File: src/rtl/lsu_store_wr.sv
// Store-side write engine: formats st.b/st.h/st.w data into lane-replicated
// write data with byte strobes, issues one AW/W beat, and reports the B response.
module lsu_store_wr #(
    parameter int         ADDR_W = 32,
    parameter logic [3:0] AXI_ID = 4'd1
) (
    input  logic              clk,
    input  logic              resetn,
    input  logic              req_valid,
    output logic              req_ready,
    input  logic [ADDR_W-1:0] req_addr,
    input  logic [31:0]       req_data,
    input  logic [1:0]        req_size,
    output logic              done_valid,
    output logic              done_err,
    output logic              done_ale,
    output logic [3:0]        awid,
    output logic              awvalid,
    input  logic              awready,
    output logic [ADDR_W-1:0] awaddr,
    output logic [2:0]        awsize,
    output logic              wvalid,
    input  logic              wready,
    output logic [31:0]       wdata,
    output logic [3:0]        wstrb,
    output logic              wlast,
    input  logic              bvalid,
    output logic              bready,
    input  logic [1:0]        bresp
);

    typedef enum logic [1:0] {IDLE, SEND, RESP} state_t;

    state_t            state, state_d;
    logic              aw_q, aw_d, w_q, w_d;
    logic              dv_q, dv_d, de_q, de_d, da_q, da_d;
    logic [ADDR_W-1:0] addr_q;
    logic [1:0]        size_q;
    logic [31:0]       wdata_q, fmt_data;
    logic [3:0]        wstrb_q, fmt_strb;
    logic              aligned, accept;

    assign accept = req_valid && (state == IDLE);

    // Alignment check and lane formatting of the incoming request.
    // NOTE: every combinational output gets a default first so no path leaves it unassigned (no latch).
    always_comb begin
        aligned  = 1'b0;
        fmt_data = req_data;
        fmt_strb = 4'b0000;
        case (req_size)
            2'b00: begin
                aligned  = 1'b1;
                fmt_data = {4{req_data[7:0]}};
                fmt_strb = 4'b0001 << req_addr[1:0];
            end
            2'b01: begin
                aligned  = ~req_addr[0];
                fmt_data = {2{req_data[15:0]}};
                fmt_strb = req_addr[1] ? 4'b1100 : 4'b0011;
            end
            2'b10: begin
                aligned  = (req_addr[1:0] == 2'b00);
                fmt_strb = 4'b1111;
            end
            default: aligned = 1'b0;
        endcase
    end

    always_comb begin
        state_d = state;
        aw_d    = aw_q;
        w_d     = w_q;
        dv_d    = 1'b0;
        de_d    = 1'b0;
        da_d    = 1'b0;
        case (state)
            IDLE: begin
                if (req_valid) begin
                    if (aligned) begin
                        state_d = SEND;
                        aw_d    = 1'b1;
                        w_d     = 1'b1;
                    end else begin
                        dv_d = 1'b1;
                        de_d = 1'b1;
                        da_d = 1'b1;
                    end
                end
            end
            SEND: begin
                // Each channel retires on its own handshake; both done means the beat is out.
                aw_d = aw_q & ~awready;
                w_d  = w_q & ~wready;
                if (!aw_d && !w_d) state_d = RESP;
            end
            RESP: begin
                if (bvalid) begin
                    state_d = IDLE;
                    dv_d    = 1'b1;
                    de_d    = (bresp != 2'b00);
                end
            end
            default: state_d = IDLE;
        endcase
    end

    // NOTE: sequential state uses non-blocking assignments so every register samples pre-edge values.
    always_ff @(posedge clk or negedge resetn) begin
        if (!resetn) begin
            state <= IDLE;
            aw_q  <= 1'b0;
            w_q   <= 1'b0;
            dv_q  <= 1'b0;
            de_q  <= 1'b0;
            da_q  <= 1'b0;
        end else begin
            state <= state_d;
            aw_q  <= aw_d;
            w_q   <= w_d;
            dv_q  <= dv_d;
            de_q  <= de_d;
            da_q  <= da_d;
        end
    end

    // NOTE: the request latches are reset too, because they drive the bus outputs directly.
    always_ff @(posedge clk or negedge resetn) begin
        if (!resetn) begin
            addr_q  <= '0;
            size_q  <= 2'b00;
            wdata_q <= 32'h0;
            wstrb_q <= 4'b0000;
        end else if (accept) begin
            addr_q  <= req_addr;
            size_q  <= req_size;
            wdata_q <= fmt_data;
            wstrb_q <= fmt_strb;
        end
    end

    assign req_ready  = (state == IDLE);
    assign bready     = (state == RESP);
    assign awvalid    = aw_q;
    assign wvalid     = w_q;
    assign awaddr     = addr_q;
    assign awsize     = {1'b0, size_q};
    assign wdata      = wdata_q;
    assign wstrb      = wstrb_q;
    assign wlast      = 1'b1;
    assign awid       = AXI_ID;
    assign done_valid = dv_q;
    assign done_err   = de_q;
    assign done_ale   = da_q;

endmodule

File: config.mk
export PLATFORM = sky130hd
export DESIGN_NAME = lsu_store_wr
export DESIGN_NICKNAME = d
export VERILOG_FILES = /design/src/rtl/lsu_store_wr.sv
export SDC_FILE = /design/constraint.sdc
export NUM_CORES = 1
export LEC_CHECK = 0
export CAP_MARGIN = 20
export CELL_PAD_IN_SITES_DETAIL_PLACEMENT = 0
export CELL_PAD_IN_SITES_GLOBAL_PLACEMENT = 1
export CORE_MARGIN = 5
export CORE_UTILIZATION = 30
export DETAILED_ROUTE_END_ITERATION = 10
export PLACE_DENSITY = 0.8
export SYNTH_ARGS = -nofsm -noshare
export SYNTH_HDL_FRONTEND = slang
export SYNTH_SLANG_ARGS = --single-unit
File: constraint.sdc
create_clock -name clk -period 3.03 [get_ports clk]
set_input_delay 0.303 -clock clk [delete_from_list [all_inputs] [get_ports clk]]
set_output_delay 0.303 -clock clk [all_outputs]
set_load 0.01 [all_outputs]
==> impl_metrics.ini, run 1 <==
[outcome]
status = completed

[global_route]
top_usage_layer = met2
gr-usage-met3_pct = 4.58
grt_pass1_vias = 2661
grt_max_degree = 78
grt.total_usage_pct = 13.5
overflow = 0
use_met2_pct = 22.6
grt_use_met1_pct = 15.8
antenna_found_initial = 0
grt_pass1_wl_um = 13900

[sta]
rsz0062_at_grt = false
fin_skew_ns = 0.00542
worstMarginPinSlew_ns = 0.590
hold_viol_final = 0
relSlewSlack_pct = 60.7
fin_crit_sh_pct = 62.8
slew_viol_final = 0
fmax_mhz = 525
setup_slack_ns = 1.13
post-route-min-period_ns = 1.90
hold_ws_ns = 0.405
tns_ns = 0
setup_violations = 0

[synthesis]
async_flop_share_pct = 100
yosysTopAreaCellShare_pct = 58.4
synthTopCellsByCount = 77 x dfrtp_1, 47 x mux2_2, 24 x mux2i_1
synth_compound_area_share_pct = 7.32
muxShareOfSynthArea_pct = 24.3
seq_area_frac_synth_pct = 58.4
synth-simple-area-share_pct = 5.35
synthXorXnorAreaFrac_pct = 0
yosys_warnings = 0
synth_area_per_cell_um2 = 12.8
synth_cells = 258
synth-adder-area-share_pct = 0
synth_top_cell_by_area = dfrtp_1
synth_top_family_by_area = multiplexers
synth.most_common_cell = dfrtp_1
synth-main-ff-cell = dfrtp_1
synth_area_leaders = dfrtp_1 58%, mux2_2 16%, mux2i_1 7.3%
synth_edf_count = 0
syn_area_um2 = 3300
synth.distinct_cells = 26
synth-seq-cells = 77

[route]
first_pass_iters = 5
drc_errors = 0
wl_um = 8920
wire_per_inst_um = 16.1
dr_total_vias = 2488
first_iter_violations = 79
antenna_left = 0
viasPerCell = 4.49

[cts]
h-tree-depth = 3
clock_sinks = 77
clk_pin_slew_ns = 0.08
cts_buffers = 9
cts.path.max_buffers = 2
clk_latency_ns = 0.35
cts_root_buffer = clkbuf_8
post_cts_buffers = 0
cts_tree = built

[pwr]
ir_drop_mv = 0.475
p_leak_nw = 2.14
p_per_area_nw_per_um2 = 975

[setup_path]
slowest_delay_ns = 0.57
slowest_stage = clkdlybuf4s50_1
cp.required_ns = 2.73
cp-end-kind = output pin
crit_type = reg -> out
arrival_ns = 1.60
cp-start-kind = flop
reg2reg_depth = 3
critPathMaxFanout = 5
reg2reg_from = state[1]$_DFFE_PN0P_
crit_chain = nor2b_1, clkdlybuf4s50_1
r2r_slack_ns = 1.31
reg2reg_to = wdata[26]$_DFFE_PN0P_
critPathLaunch = state[1]$_DFFE_PN0P_

[place]
io_buffers = 150
place_congestion = 0.702
dp_hpwl_um = 6520
pre_cts_ws_ns = 0.978

[layout]
postLayoutCoreUtil_pct = 47.7
fillers = 972
drive_above_1_share_pct = 17.4
multi_input_area_um2 = 1250
diodes = 0
regArea_um2 = 1930
fin_nets = 483
area_growth_pct = 55.9

[hold_path]
hp-class = in -> async

[floorplanning]
ios = 157
die_w_um = 115
fp.coreArea_um2 = 10800
start_util_pct = 30.6
die_h_um = 115
rows = 38
dieArea_um2 = 13200

[job]
maxCapViolations = 0
[cells by family after synthesis]
kind of cell	count (synthesis)
AOI/OAI and AO/OA	41
DFF	77
muxes	74
buffers and inverters	24
and+or+nand+nor	40
other	2
[report_power, final]
part | leakage, nW | internal [mW] | switching, mW | total, mW
clock | 0.106 | 0.447 | 0.375 | 0.822
combinational | 1.14 | 1.43 | 0.936 | 2.37
sequential | 0.898 | 1.54 | 0.280 | 1.82
total | 2.14 | 3.42 | 1.59 | 5.01
[sequential cells by signal, summed over array words and instances, names as in the netlist]
register	count
wdata	32
done_ale	1
done_valid	1
awaddr	32
done_err	1
state	2
size_q	2
wvalid	1
awvalid	1
wstrb	4
[placed cells by master, fill, tap and decap left out, drive strengths merged, types with 4 or more instances in the layout]
cell type,synthesis,final
inv,4,4
o2bb2ai,5,5
buf,18,6
clkbuf,2,13
o21ai,10,10
a21oi,20,20
dfrtp,77,77
nor2,20,20
nand2,14,14
mux2i,24,24
conb,2,6
mux2,50,50
clkdlybuf4s50,0,149
[metal layers]
metal	up-vias	part of all wire (%)
li1	1188	-
met1	1209	40
met2	78	50
met3	13	7.7
met4	0	2.2
met5	-	0
[how the worst max path moves through the flow]
stage                                        to  depth (start not counted)
final                                    bready                          2
after global routing                     bready                          2
after CTS                                bready                          2
after detailed placement  wdata[26]$_DFFE_PN0P_                          4
after global placement    wdata[30]$_DFFE_PN0P_                          4
after floorplan           wdata[24]$_DFFE_PN0P_                          4
[through the flow]
stage	std cells	total power, mW	area, um2
after CTS	552	5.09	5110
after global routing	554	5.34	5140
after global placement	536	4.20	4900
after floorplan	262	2.89	3310
after detailed placement	536	4.25	4900
final	554	5.01	5140
[worst max-delay path: cells and delay by family, from the launching register on]
family / cells / cell delay, ns
buffers and inverters: 1 / 0.57
and+or+nand+nor: 1 / 0.24
DFF: 1 / 0.44
[timing repair]
item / 4_1_cts / 5_1_grt
resized for setup: 0 / 0
hold endpoints to repair: 0 / 25
hold buffers: 0 / 1
[cell type report]
type,count,area share [%]
inverter,4,0.292
tap,140,3.40
clock buffer,13,3.28
multi-input combinational,161,24.3
timing repair buffer,156,30.4
sequential,77,37.5
clock inverter,3,0.827
Power figures use the tool's default switching activity.
==> run 2: changes to the inputs <==
==> constraint.sdc (replaced) <==
create_clock -name clk -period 1.8 [get_ports clk]
set_input_delay 0.18 -clock clk [delete_from_list [all_inputs] [get_ports clk]]
set_output_delay 0.18 -clock clk [all_outputs]
set_load 0.01 [all_outputs]
==> impl_metrics.ini, run 2 (synthesized netlist as in run 1, its figures left out) <==
[global_route]
grt_pass1_wl_um = 13900
grt_pass1_vias = 2692
grt.total_usage_pct = 13.8
use_met2_pct = 23.8
antenna_found_initial = 0
overflow = 0
gr-usage-met3_pct = 5.21
grt_max_degree = 46
grt_use_met1_pct = 15.5
top_usage_layer = met2

[setup_path]
critPathLaunch = state[0]$_DFFE_PN0P_
cp-start-kind = flop
cp-end-kind = output pin
arrival_ns = 1.51
reg2reg_from = state[1]$_DFFE_PN0P_
r2r_slack_ns = 0.30
cp.required_ns = 1.62
reg2reg_to = awaddr[6]$_DFFE_PN0P_
reg2reg_depth = 4
crit_type = reg -> out
critPathMaxFanout = 5
cp-endpoint = bready

[cts]
cts_tree = built
clk_latency_ns = 0.35
cts_root_buffer = clkbuf_8
cts.path.max_buffers = 2
h-tree-depth = 3
cts_buffers = 9
post_cts_buffers = 0
clk_pin_slew_ns = 0.08
clock_sinks = 77

[route]
viasPerCell = 4.49
drc_errors = 0
wire_per_inst_um = 15.9
wl_um = 8940
antenna_left = 0
dr_total_vias = 2527
first_pass_iters = 4
first_iter_violations = 84

[floorplanning]
start_util_pct = 30.6
die_h_um = 115
die_w_um = 115
rows = 38
fp.coreArea_um2 = 10800
ios = 157
dieArea_um2 = 13200

[place]
io_buffers = 150
place_congestion = 0.708
dp_hpwl_um = 6810

[pwr]
p_leak_nw = 2.21
ir_drop_mv = 0.628
p_total_mw = 8.63
p_per_area_nw_per_um2 = 1630

[layout]
mostFrequentLayoutCells = 149 x clkdlybuf4s50_1, 76 x dfrtp_1, 47 x mux2_2
regArea_um2 = 1930
fillers = 1006
multi_input_area_um2 = 1250
drive_above_1_share_pct = 19.6
area_growth_pct = 60.1
fin_nets = 492
final_common_cell = clkdlybuf4s50_1
diodes = 0

[sta]
tns_ns = 0
slew_viol_final = 0
hold_ws_ns = 0.332
rsz0062_at_grt = false
post-route-min-period_ns = 1.69
setup_violations = 0
hold_viol_final = 0
fin_crit_sh_pct = 94.0
fin_skew_ns = 0.00691
fmax_mhz = 591

[hold_path]
hp-class = in -> async

[outcome]
status = completed

[job]
maxCapViolations = 0
[run 2: power by group]
| part | total, mW | internal (mW) | switching (mW) |
|---|---|---|---|
| registers | 3.07 | 2.60 | 0.473 |
| logic | 4.19 | 2.59 | 1.60 |
| clock network | 1.37 | 0.753 | 0.620 |
| total | 8.63 | 5.94 | 2.69 |
[run 2: worst min-delay path by stage]
stage,endpoint,slack [ns],depth (start not counted)
2_1_floorplan,awaddr[0]$_DFFE_PN0P_,-0.12,0
3_3_place_gp,wdata[20]$_DFFE_PN0P_,0.16,1
3_5_place_dp,wdata[20]$_DFFE_PN0P_,0.17,1
4_1_cts,wdata[17]$_DFFE_PN0P_,0.33,2
5_1_grt,wdata[16]$_DFFE_PN0P_,0.38,2
6_report,wdata[16]$_DFFE_PN0P_,0.33,2
[run 2: final cells by class]
cell class / count / share of cell area (%)
sequential: 77 / 36.5
timing repair buffer: 165 / 32.2
multi-input combinational: 161 / 23.7
tap: 140 / 3.32
clock buffer: 13 / 3.20
clock inverter: 3 / 0.805
inverter: 4 / 0.284
[run 2: through the flow]
step                      cells  cell area (um2)  setup slack (ns)  utilization, %
after global routing        563             5280           0.00484            49.0
after CTS                   563             5280           0.00449            48.9
final                       563             5280             0.108            49.0
after global placement      546             5060            0.0801            46.9
after detailed placement    546             5060            0.0725            46.9
after floorplan             262             3310             0.380               -
[run 2: routing by layer]
layer	part of all wire [%]	up-vias
met2	52	72
met1	39	1228
li1	-	1213
met4	1.4	0
met3	7.8	14
met5	0	-
[run 2: repair_timing]
item	CTS	global route
resized for setup	0	2
endpoints found under the hold margin	32	0
hold buffers	1	0
setup endpoints to repair	0	2
[run 2: critical path, stage by stage (launching register included)]
cell	delay, ns
dfrtp_1	0.45
nor2b_2	0.16
clkdlybuf4s50_1	0.55
==> run 3: changes to the inputs <==
--- a/config.mk
+++ b/config.mk
@@ -12,6 +12,7 @@
 export CORE_UTILIZATION = 30
 export DETAILED_ROUTE_END_ITERATION = 10
 export PLACE_DENSITY = 0.8
+export SLEW_MARGIN = 20
 export SYNTH_ARGS = -nofsm -noshare
 export SYNTH_HDL_FRONTEND = slang
 export SYNTH_SLANG_ARGS = --single-unit
==> results of run 3 <==
No change in the layout: final DEF, timing and power equal those of run 2.
